`config.mk`:
```
export PLATFORM = sky130hd
export DESIGN_NAME = fpt_relay_uart_tx
export DESIGN_NICKNAME = d
export VERILOG_FILES = /design/src/rtl/fpt_relay_pkg.sv /design/src/rtl/fpt_relay_uart_tx_fifo.sv /design/src/rtl/fpt_relay_uart_tx.sv
export SDC_FILE = /design/constraint.sdc
export NUM_CORES = 1
export LEC_CHECK = 0
export ABC_AREA = 1
export CELL_PAD_IN_SITES_DETAIL_PLACEMENT = 0
export CELL_PAD_IN_SITES_GLOBAL_PLACEMENT = 1
export CORE_MARGIN = 3
export CORE_UTILIZATION = 45
export CTS_BUF_LIST = sky130_fd_sc_hd__clkbuf_4
export CTS_CLUSTER_DIAMETER = 100
export DETAILED_ROUTE_END_ITERATION = 12
export PLACE_DENSITY = 0.73
export SLEW_MARGIN = 20
export SYNTH_ARGS = -nofsm -noshare
export SYNTH_HDL_FRONTEND = slang
export SYNTH_SLANG_ARGS = --single-unit
export TNS_END_PERCENT = 30
```
`constraint.sdc`:
```
create_clock -name clk_100mhz -period 4.15 [get_ports clk_100mhz]
set_clock_uncertainty 0.1 [all_clocks]
set_input_delay 1.0375 -clock clk_100mhz [delete_from_list [all_inputs] [get_ports clk_100mhz]]
set_output_delay 1.0375 -clock clk_100mhz [all_outputs]
set_load 0.02 [all_outputs]
```
`src/rtl/fpt_relay_pkg.sv`:
```
// Shared types and frame packing for the relay UART transmitter.
package fpt_relay_pkg;

  typedef enum logic [2:0] {IDLE, LOAD, START, DATA, STOP} state_e;

  localparam int FRAME_BYTES = 5;
  localparam int EVT_W       = 19;

  function automatic logic [7:0] frame_csum(input logic [7:0] b0, input logic [7:0] b1,
                                            input logic [7:0] b2, input logic [7:0] b3);
    return b0 ^ b1 ^ b2 ^ b3;
  endfunction

  // evt layout is {veto, attention[1:0], correction[15:0]}.
  function automatic logic [7:0] frame_byte(input logic [7:0]       sync,
                                            input logic [EVT_W-1:0] evt,
                                            input logic [3:0]       seq,
                                            input logic [2:0]       idx);
    logic [7:0] b1;
    b1 = {seq, 1'b0, evt[18:16]};
    case (idx)
      3'd0:    return sync;
      3'd1:    return b1;
      3'd2:    return evt[15:8];
      3'd3:    return evt[7:0];
      default: return frame_csum(sync, b1, evt[15:8], evt[7:0]);
    endcase
  endfunction

endpackage

```
`src/rtl/fpt_relay_uart_tx_fifo.sv`:
```
// Small synchronous FIFO; pushes while full and pops while empty are ignored.
module fpt_sync_fifo #(
  parameter int WIDTH = 19,
  parameter int DEPTH = 4
) (
  input  logic             clk_i,
  input  logic             rst_i,
  input  logic             push_i,
  input  logic             pop_i,
  input  logic [WIDTH-1:0] din_i,
  output logic [WIDTH-1:0] dout_o,
  output logic             full_o,
  output logic             empty_o
);
  localparam int AW = $clog2(DEPTH);

  logic [AW-1:0]    wptr_q, rptr_q;
  logic [AW:0]      count_q;
  logic [WIDTH-1:0] mem_q [DEPTH];
  logic             do_push, do_pop;

  assign full_o  = (count_q == (AW+1)'(DEPTH));
  assign empty_o = (count_q == '0);
  assign do_push = push_i & ~full_o;
  assign do_pop  = pop_i & ~empty_o;
  assign dout_o  = mem_q[rptr_q];

  always_ff @(posedge clk_i or posedge rst_i) begin
    if (rst_i) begin
      wptr_q  <= '0;
      rptr_q  <= '0;
      count_q <= '0;
    end else begin
      if (do_push) wptr_q <= wptr_q + AW'(1);
      if (do_pop)  rptr_q <= rptr_q + AW'(1);
      case ({do_push, do_pop})
        2'b10:   count_q <= count_q + (AW+1)'(1);
        2'b01:   count_q <= count_q - (AW+1)'(1);
        default: count_q <= count_q;
      endcase
    end
  end

  always_ff @(posedge clk_i) begin
    if (do_push) mem_q[wptr_q] <= din_i;
  end

endmodule

```
`src/rtl/fpt_relay_uart_tx.sv`:
```
// Relay telemetry transmitter: queues FPT decision events and sends each as a
// 5-byte checksummed 8N1 frame.
module fpt_relay_uart_tx
  import fpt_relay_pkg::*;
#(
  parameter int         CLKS_PER_BIT = 868,
  parameter int         FIFO_DEPTH   = 4,
  parameter logic [7:0] SYNC_BYTE    = 8'hA5
) (
  input  logic        clk_100mhz,
  input  logic        rst,
  input  logic        evt_valid,
  output logic        evt_ready,
  input  logic        evt_veto,
  input  logic [1:0]  evt_attention,
  input  logic [15:0] evt_correction,
  output logic        uart_txd,
  output logic        busy,
  output logic [7:0]  drop_count
);
  localparam int            BW      = $clog2(CLKS_PER_BIT);
  localparam logic [BW-1:0] BAUD_TC = BW'(CLKS_PER_BIT - 1);
  localparam logic [2:0]    LAST_B  = 3'(FRAME_BYTES - 1);

  state_e            state_q, state_d;
  logic [BW-1:0]     baud_q, baud_d;
  logic [2:0]        bit_q, bit_d, byte_q, byte_d;
  logic [3:0]        seq_q, seq_d;
  logic [EVT_W-1:0]  evt_q, evt_d, fifo_dout;
  logic              txd_q, txd_d, busy_q, busy_d;
  logic [7:0]        drop_q;
  logic              fifo_full, fifo_empty, pop, baud_tc;
  logic [7:0]        cur_byte;

  fpt_sync_fifo #(.WIDTH(EVT_W), .DEPTH(FIFO_DEPTH)) u_fifo (
    .clk_i   (clk_100mhz),
    .rst_i   (rst),
    .push_i  (evt_valid),
    .pop_i   (pop),
    .din_i   ({evt_veto, evt_attention, evt_correction}),
    .dout_o  (fifo_dout),
    .full_o  (fifo_full),
    .empty_o (fifo_empty)
  );

  assign evt_ready  = ~fifo_full;
  assign uart_txd   = txd_q;
  assign busy       = busy_q;
  assign drop_count = drop_q;
  assign baud_tc    = (baud_q == BAUD_TC);
  // seq_q only changes between frames, so bytes can be built on the fly.
  assign cur_byte   = frame_byte(SYNC_BYTE, evt_q, seq_q, byte_q);

  always_comb begin
    state_d = state_q;
    baud_d  = baud_q;
    bit_d   = bit_q;
    byte_d  = byte_q;
    seq_d   = seq_q;
    evt_d   = evt_q;
    txd_d   = txd_q;
    busy_d  = busy_q;
    pop     = 1'b0;
    case (state_q)
      IDLE: begin
        txd_d  = 1'b1;
        busy_d = 1'b0;
        if (!fifo_empty) begin
          pop     = 1'b1;
          evt_d   = fifo_dout;
          busy_d  = 1'b1;
          state_d = LOAD;
        end
      end
      LOAD: begin
        busy_d  = 1'b1;
        byte_d  = '0;
        baud_d  = '0;
        txd_d   = 1'b0;
        state_d = START;
      end
      START: begin
        baud_d = baud_q + BW'(1);
        if (baud_tc) begin
          baud_d  = '0;
          bit_d   = '0;
          txd_d   = cur_byte[0];
          state_d = DATA;
        end
      end
      DATA: begin
        baud_d = baud_q + BW'(1);
        if (baud_tc) begin
          baud_d = '0;
          if (bit_q == 3'd7) begin
            txd_d   = 1'b1;
            state_d = STOP;
          end else begin
            bit_d = bit_q + 3'd1;
            txd_d = cur_byte[bit_d];
          end
        end
      end
      STOP: begin
        baud_d = baud_q + BW'(1);
        if (baud_tc) begin
          baud_d = '0;
          if (byte_q != LAST_B) begin
            byte_d  = byte_q + 3'd1;
            txd_d   = 1'b0;
            state_d = START;
          end else begin
            seq_d = seq_q + 4'd1;
            // Chain straight into the next frame; txd stays high through LOAD.
            if (!fifo_empty) begin
              pop     = 1'b1;
              evt_d   = fifo_dout;
              state_d = LOAD;
            end else begin
              busy_d  = 1'b0;
              state_d = IDLE;
            end
          end
        end
      end
      default: state_d = IDLE;
    endcase
  end

  always_ff @(posedge clk_100mhz or posedge rst) begin
    if (rst) begin
      state_q <= IDLE;
      baud_q  <= '0;
      bit_q   <= '0;
      byte_q  <= '0;
      seq_q   <= '0;
      evt_q   <= '0;
      txd_q   <= 1'b1;
      busy_q  <= 1'b0;
    end else begin
      state_q <= state_d;
      baud_q  <= baud_d;
      bit_q   <= bit_d;
      byte_q  <= byte_d;
      seq_q   <= seq_d;
      evt_q   <= evt_d;
      txd_q   <= txd_d;
      busy_q  <= busy_d;
    end
  end

  always_ff @(posedge clk_100mhz or posedge rst) begin
    if (rst)                                          drop_q <= '0;
    else if (evt_valid && fifo_full && drop_q != 8'hFF) drop_q <= drop_q + 8'd1;
  end

endmodule

```
==> After elaboration in Yosys (flattened, before gate mapping) <==
Memory sizes are Yosys's and may differ from the RTL's.
Index checks and enable logic that the tools add are counted.
{ "op_classes": {"n_addsub": 9, "n_mul": 0, "div": 0, "order_cmp": 1, "eq_ne": 23, "n_shift": 0, "mux": 41, "bitwise_logic": 8, "reduce_logical": 20} }
{ "ops": {"columns": ["operator", "n"], "rows": [
  ["two-way mux 19 bit", 3],
  ["case mux 19 bit (2 select lines)", 1],
  ["case mux 8 bit (4 select lines)", 1],
  ["two-way mux 3 bit", 10],
  ["case mux 10 bit (2 select lines)", 1],
  ["inequality test 2 bit, second input constant", 9],
  ["case mux 3 bit (2 select lines)", 3],
  ["bitwise XOR 8 bit", 2],
  ["two-way mux 1 bit", 15],
  ["case mux 3 bit (5 select lines)", 1],
  ["== test 3 x 2 -> 1 bit, second input constant", 4],
  ["adder 10 x 1 -> 10 bit, second input constant", 1],
  ["== test 10 bit, second input constant", 1],
  ["two-way mux 10 bit", 1],
  ["AND reduction 5 bit", 2],
  ["nonzero test 2 bit", 5],
  ["adder 3 x 1 -> 3 bit, second input constant", 3],
  ["== test 3 bit, second input constant", 3],
  ["logical NOT 3 bit", 3],
  ["AND reduction 3 bit", 3],
  ["adder 8 x 1 -> 8 bit, second input constant", 1],
  ["inequality test 8 bit, second input constant", 1],
  ["AND reduction 4 bit", 2],
  ["== test 3 x 1 -> 1 bit, second input constant", 2],
  ["19 further kinds", 24]
]} }
{ "word_totals": {"reg_bits": 59, "latchBits": 0, "mem_bits_rw": 76, "romBits": 0, "inputBits": 22, "out_inout_bits": 11, "mem_count": 1} }
{ "memory_table": {"columns": ["name", "words", "width", "rd", "rd_clocked_by_memory_dff", "wr", "line", "rtl"], "rows": [
  ["u_fifo.mem_q", 4, 19, 1, 0, 1, "fpt_relay_uart_tx_fifo.sv:19", "logic [WIDTH-1:0] mem_q [DEPTH];"]
]} }

==> Logic depth before layout (Yosys ltp) <==
{ "depth": {"word_depth": 9, "depth_mapped": 13} }

==> Modules after synthesis <==
A second synthesis with hierarchy kept.
{ "unflattened": {"cells_unflattened": 689, "hier_area_um2": 6720.2} }
{ "by_module_without_submodules": {"columns": ["module", "n_inst", "cells_per_inst", "area_per_inst_um2"], "rows": [
  ["fpt_sync_fifo", 1, 284, 3616.0],
  ["fpt_relay_uart_tx", 1, 405, 3104.2]
]} }

==> Least setup slack after synthesis <==
No wires, ideal clock.
{ "synth_path": {"path_kind": "input -> register", "startpoint": "input port evt_valid", "endpoint": "memory u_fifo.mem_q[0][0], enable pin", "arrival_time_ns": 2.043, "required_ns": 3.655, "setup_slack_ns": 1.613, "stages": 2, "path_buffers": 0, "cell_sequence": "nand2_1 nor2_1"} }
{ "synth_via": {"elab_chain_cells": 3} }
{ "synth_rtl": {"columns": ["item", "line", "rtl"], "rows": [
  ["start, declared", "fpt_relay_uart_tx.sv:12", "input logic evt_valid,"],
  ["bitwise AND 1 bit", "fpt_relay_uart_tx_fifo.sv:24", "assign do_push = push_i & ~full_o;"],
  ["two-way mux 1 bit", "fpt_relay_uart_tx_fifo.sv:45", "if (do_push) mem_q[wptr_q] <= din_i;"],
  ["two-way mux 1 bit (implied by the code)", "fpt_relay_uart_tx_fifo.sv:45", null],
  ["end, declared", "fpt_relay_uart_tx_fifo.sv:19", null]
]} }
No other way between the ends.

==> Final worst setup path <==
{ "layout_path": {"startpoint": "register u_fifo.count_q[1]", "endpoint": "output port evt_ready"} }
{ "layout_via": {"elab_chain_cells": 2} }
{ "layout_rtl": {"columns": ["item", "line", "rtl"], "rows": [
  ["start, declared", "fpt_relay_uart_tx_fifo.sv:18", "logic [AW:0] count_q;"],
  ["start signal, assigned", "fpt_relay_uart_tx_fifo.sv:37", "2'b10: count_q <= count_q + (AW+1)'(1);"],
  ["start signal, assigned", "fpt_relay_uart_tx_fifo.sv:38", "2'b01: count_q <= count_q - (AW+1)'(1);"],
  ["start signal, assigned", "fpt_relay_uart_tx_fifo.sv:39", "default: count_q <= count_q;"],
  ["== test 3 bit", "fpt_relay_uart_tx_fifo.sv:22", "assign full_o = (count_q == (AW+1)'(DEPTH));"],
  ["NOT 1 bit", "fpt_relay_uart_tx.sv:46", "assign evt_ready = ~fifo_full;"],
  ["end, declared", "fpt_relay_uart_tx.sv:13", "output logic evt_ready,"]
]} }
No other way between the ends.

==> impl_metrics.toml <==
[status]
status = "complete, no violations"

[placed_design]
dp_hpwl_um = 8680
portBuffers = 32
place_congestion = 0.835
place_area_um2 = 6780
dp.cells = 818

[synth]
synth_edf_count = 76
synth_area_per_cell_um2 = 10.1
synthesis.area_um2 = 6280
yosysSeqAreaShare = 0.599
syn_inst = 619
synth_nets = 657
synth-async-reset-ratio = 0.437
ys_warn_count = 0
ys.flop_type = "edfxtp_1"
synth_cell_types = 41
ys_ff_latch = 135

[layout]
finalNonFillerCells = 850
fill_cells = 1273
fin_area_um2 = 7040
layout_common_cells = "nand2_1, nor2_1, edfxtp_1"
final_layout_size_suffix_gt1_frac = 0.101
synthToLayoutAreaGrowth_pct = 12.1
antenna-diode-count = 0
layout_commonest_cell = "nand2_1"
layout.nets = 699
fin_util = 0.523

[route]
drt_wl_total_um = 12600
wl_per_cell_um = 14.8
drc = 0
viasPerCell = 5.05
dr.pass1.iters = 4
ant_nets = 0
drtIter0Drc = 234
num_vias = 4293

[clocking]
post_cts_buffers = 0
clock_sinks = 135
cts_resized = 0
cts_root_buffer = "clkbuf_4"
cts.path.max_buffers = 2
htreeDepth = 4
clk_latency_ns = 0.52
cts_hold_buf = 0
numCtsBuffers = 17
tritoncts = "done"
clk_pin_slew_ns = 0.10

[power]
p_leak_nw = 2.80
p_per_area_nw_per_um2 = 417
ir_drop_mv = 0.278

[floorplanning]
die_height_um = 124
num_rows = 42
core_um2 = 13500
pin_count = 33
initial_core_util = 0.467
dieArea_um2 = 15400
dieWidth_um = 124

[critical_path]
crit_chain = "nor2_1 -> nand2_1 -> clkdlybuf4s50_1"
endpoint = "evt_ready"
critPathMaxFanout = 3
r2r-end = "u_fifo.count_q[1]$_DFFE_PP0P_"
cp-start-kind = "flip-flop"
crit_required_ns = 3.01
reg2reg_slack_ns = 1.45
max_stage_delay_ns = 0.55
rr_worst_depth = 10
cp_top_family = "buffers and inverters"
r2r-start = "baud_q[0]$_DFFE_PP0P_"
path_buf_inv = 1
cp_slowest_cell = "clkdlybuf4s50_1"
startpoint = "u_fifo.count_q[1]$_DFFE_PP0P_"
arrival_ns = 1.75
crit_path_end_kind = "primary output"
path_depth = 3
path_class = "flip-flop to primary output"

[sta]
rsz0062_at_grt = "no"
fin_crit_sh = 0.695
max_freq_ghz = 0.347
setup_viol = 0
finalHoldViolCount = 0
slew_headroom = 0.545
fin_tns_setup_ns = 0
fin_crit_ns = 2.89
worst_pin_slew_ns = 0.682
slew_viol_final = 0

[global_routing]
antenna_found_initial = 0
grt-ovfl-total = 0
grt_pass1_vias = 4193
grt_max_degree = 40
grt_pass1_wl_um = 20700
grt_use_total = 0.177

[worst_hold_path]
min_path_type = "flip-flop to flip-flop"
whs_path_depth = 2

[run]
cap_violations = 0
[per-layer routing]
metal	share of wire	wire (µm)	vias up	track usage
met1	0.47	5920	2033	0.238
li1	-	-	2184	-
met4	0.012	147	0	0.0527
met5	0	0	-	0
met2	0.48	6060	64	0.283
met3	0.034	433	12	0.0463
[state kept, by name, summed over array words and instances (netlist names)]
register / flops
drop_count: 8
evt_q: 19
seq_q: 4
u_fifo.count_q: 3
uart_txd: 1
state_q: 3
u_fifo.wptr_q: 2
byte_q: 3
baud_q: 10
u_fifo.rptr_q: 2
busy: 1
bit_q: 3
u_fifo.mem_q: 76
[cells by family after synthesis]
| kind of cell | after synthesis | synth area share |
|---|---|---|
| buf+inv | 86 | 0.0580 |
| fa+ha+maj | 16 | 0.0331 |
| mux | 2 | 0.00359 |
| flops | 135 | 0.599 |
| simple gates | 266 | 0.180 |
| xor+xnor | 20 | 0.0279 |
| compound gates | 94 | 0.0982 |
[metrics by stage]
stage          worst slack (ns)  hold slack [ns]  power, W
2_1_floorplan              1.56            0.356   0.00198
3_3_place_gp               1.16            0.378   0.00215
3_5_place_dp               1.05            0.394   0.00217
4_1_cts                    1.19            0.424   0.00298
5_1_grt                    1.11            0.463   0.00309
6_report                   1.26            0.420   0.00293
[worst min path at each step]
| stage | from | to | slack, ns |
|---|---|---|---|
| 2_1_floorplan | bit_q[1]$_DFFE_PP0P_ | bit_q[1]$_DFFE_PP0P_ | 0.36 |
| 3_3_place_gp | bit_q[1]$_DFFE_PP0P_ | bit_q[1]$_DFFE_PP0P_ | 0.38 |
| 3_5_place_dp | bit_q[2]$_DFFE_PP0P_ | bit_q[2]$_DFFE_PP0P_ | 0.39 |
| 4_1_cts | bit_q[2]$_DFFE_PP0P_ | bit_q[2]$_DFFE_PP0P_ | 0.42 |
| 5_1_grt | drop_count[4]$_DFFE_PP0P_ | drop_count[4]$_DFFE_PP0P_ | 0.46 |
| 6_report | bit_q[2]$_DFFE_PP0P_ | bit_q[2]$_DFFE_PP0P_ | 0.42 |
[report_power, final]
part	total (W)	switching (W)	internal [W]
Sequential	0.00170	0.0000750	0.00163
Combinational	0.000431	0.000264	0.000167
Clock	0.000800	0.000483	0.000317
Total	0.00293	0.000822	0.00211
[final cells by class]
cell class              count  area, µm²  share of cell area
flip-flops and latches    135       3760               0.534
clock buffers              20        150              0.0213
repair buffers             40        380              0.0540
clock inverters            12        108              0.0153
inverters                  69        265              0.0377
multi-input cells         398       2150               0.306
well taps                 176        220              0.0313
[cell usage after synthesis, drive strengths merged, types with 2 or more instances]
cell / n / share of area
o32ai: 19 / 0.027
xnor2: 6 / 0.0084
a31oi: 2 / 0.0020
buf: 7 / 0.0098
mux2: 2 / 0.0036
o31ai: 2 / 0.0024
nand3: 43 / 0.037
ha: 15 / 0.030
nand3b: 4 / 0.0048
clkbuf: 10 / 0.0060
edfxtp: 76 / 0.36
nor3: 7 / 0.0082
a21oi: 14 / 0.012
o22ai: 5 / 0.0050
nor2: 90 / 0.055
dfrtp: 58 / 0.23
xor2: 14 / 0.020
nand2: 117 / 0.070
inv: 68 / 0.041
nand4: 5 / 0.0050
o21ai: 48 / 0.045
[worst min-delay path, cell delays in order (launching register included)]
cell     delay (ns)
dfrtp_1        0.38
nand2_1        0.06
o31ai_1        0.05
Note: power is estimated with default switching activity, not from simulation.
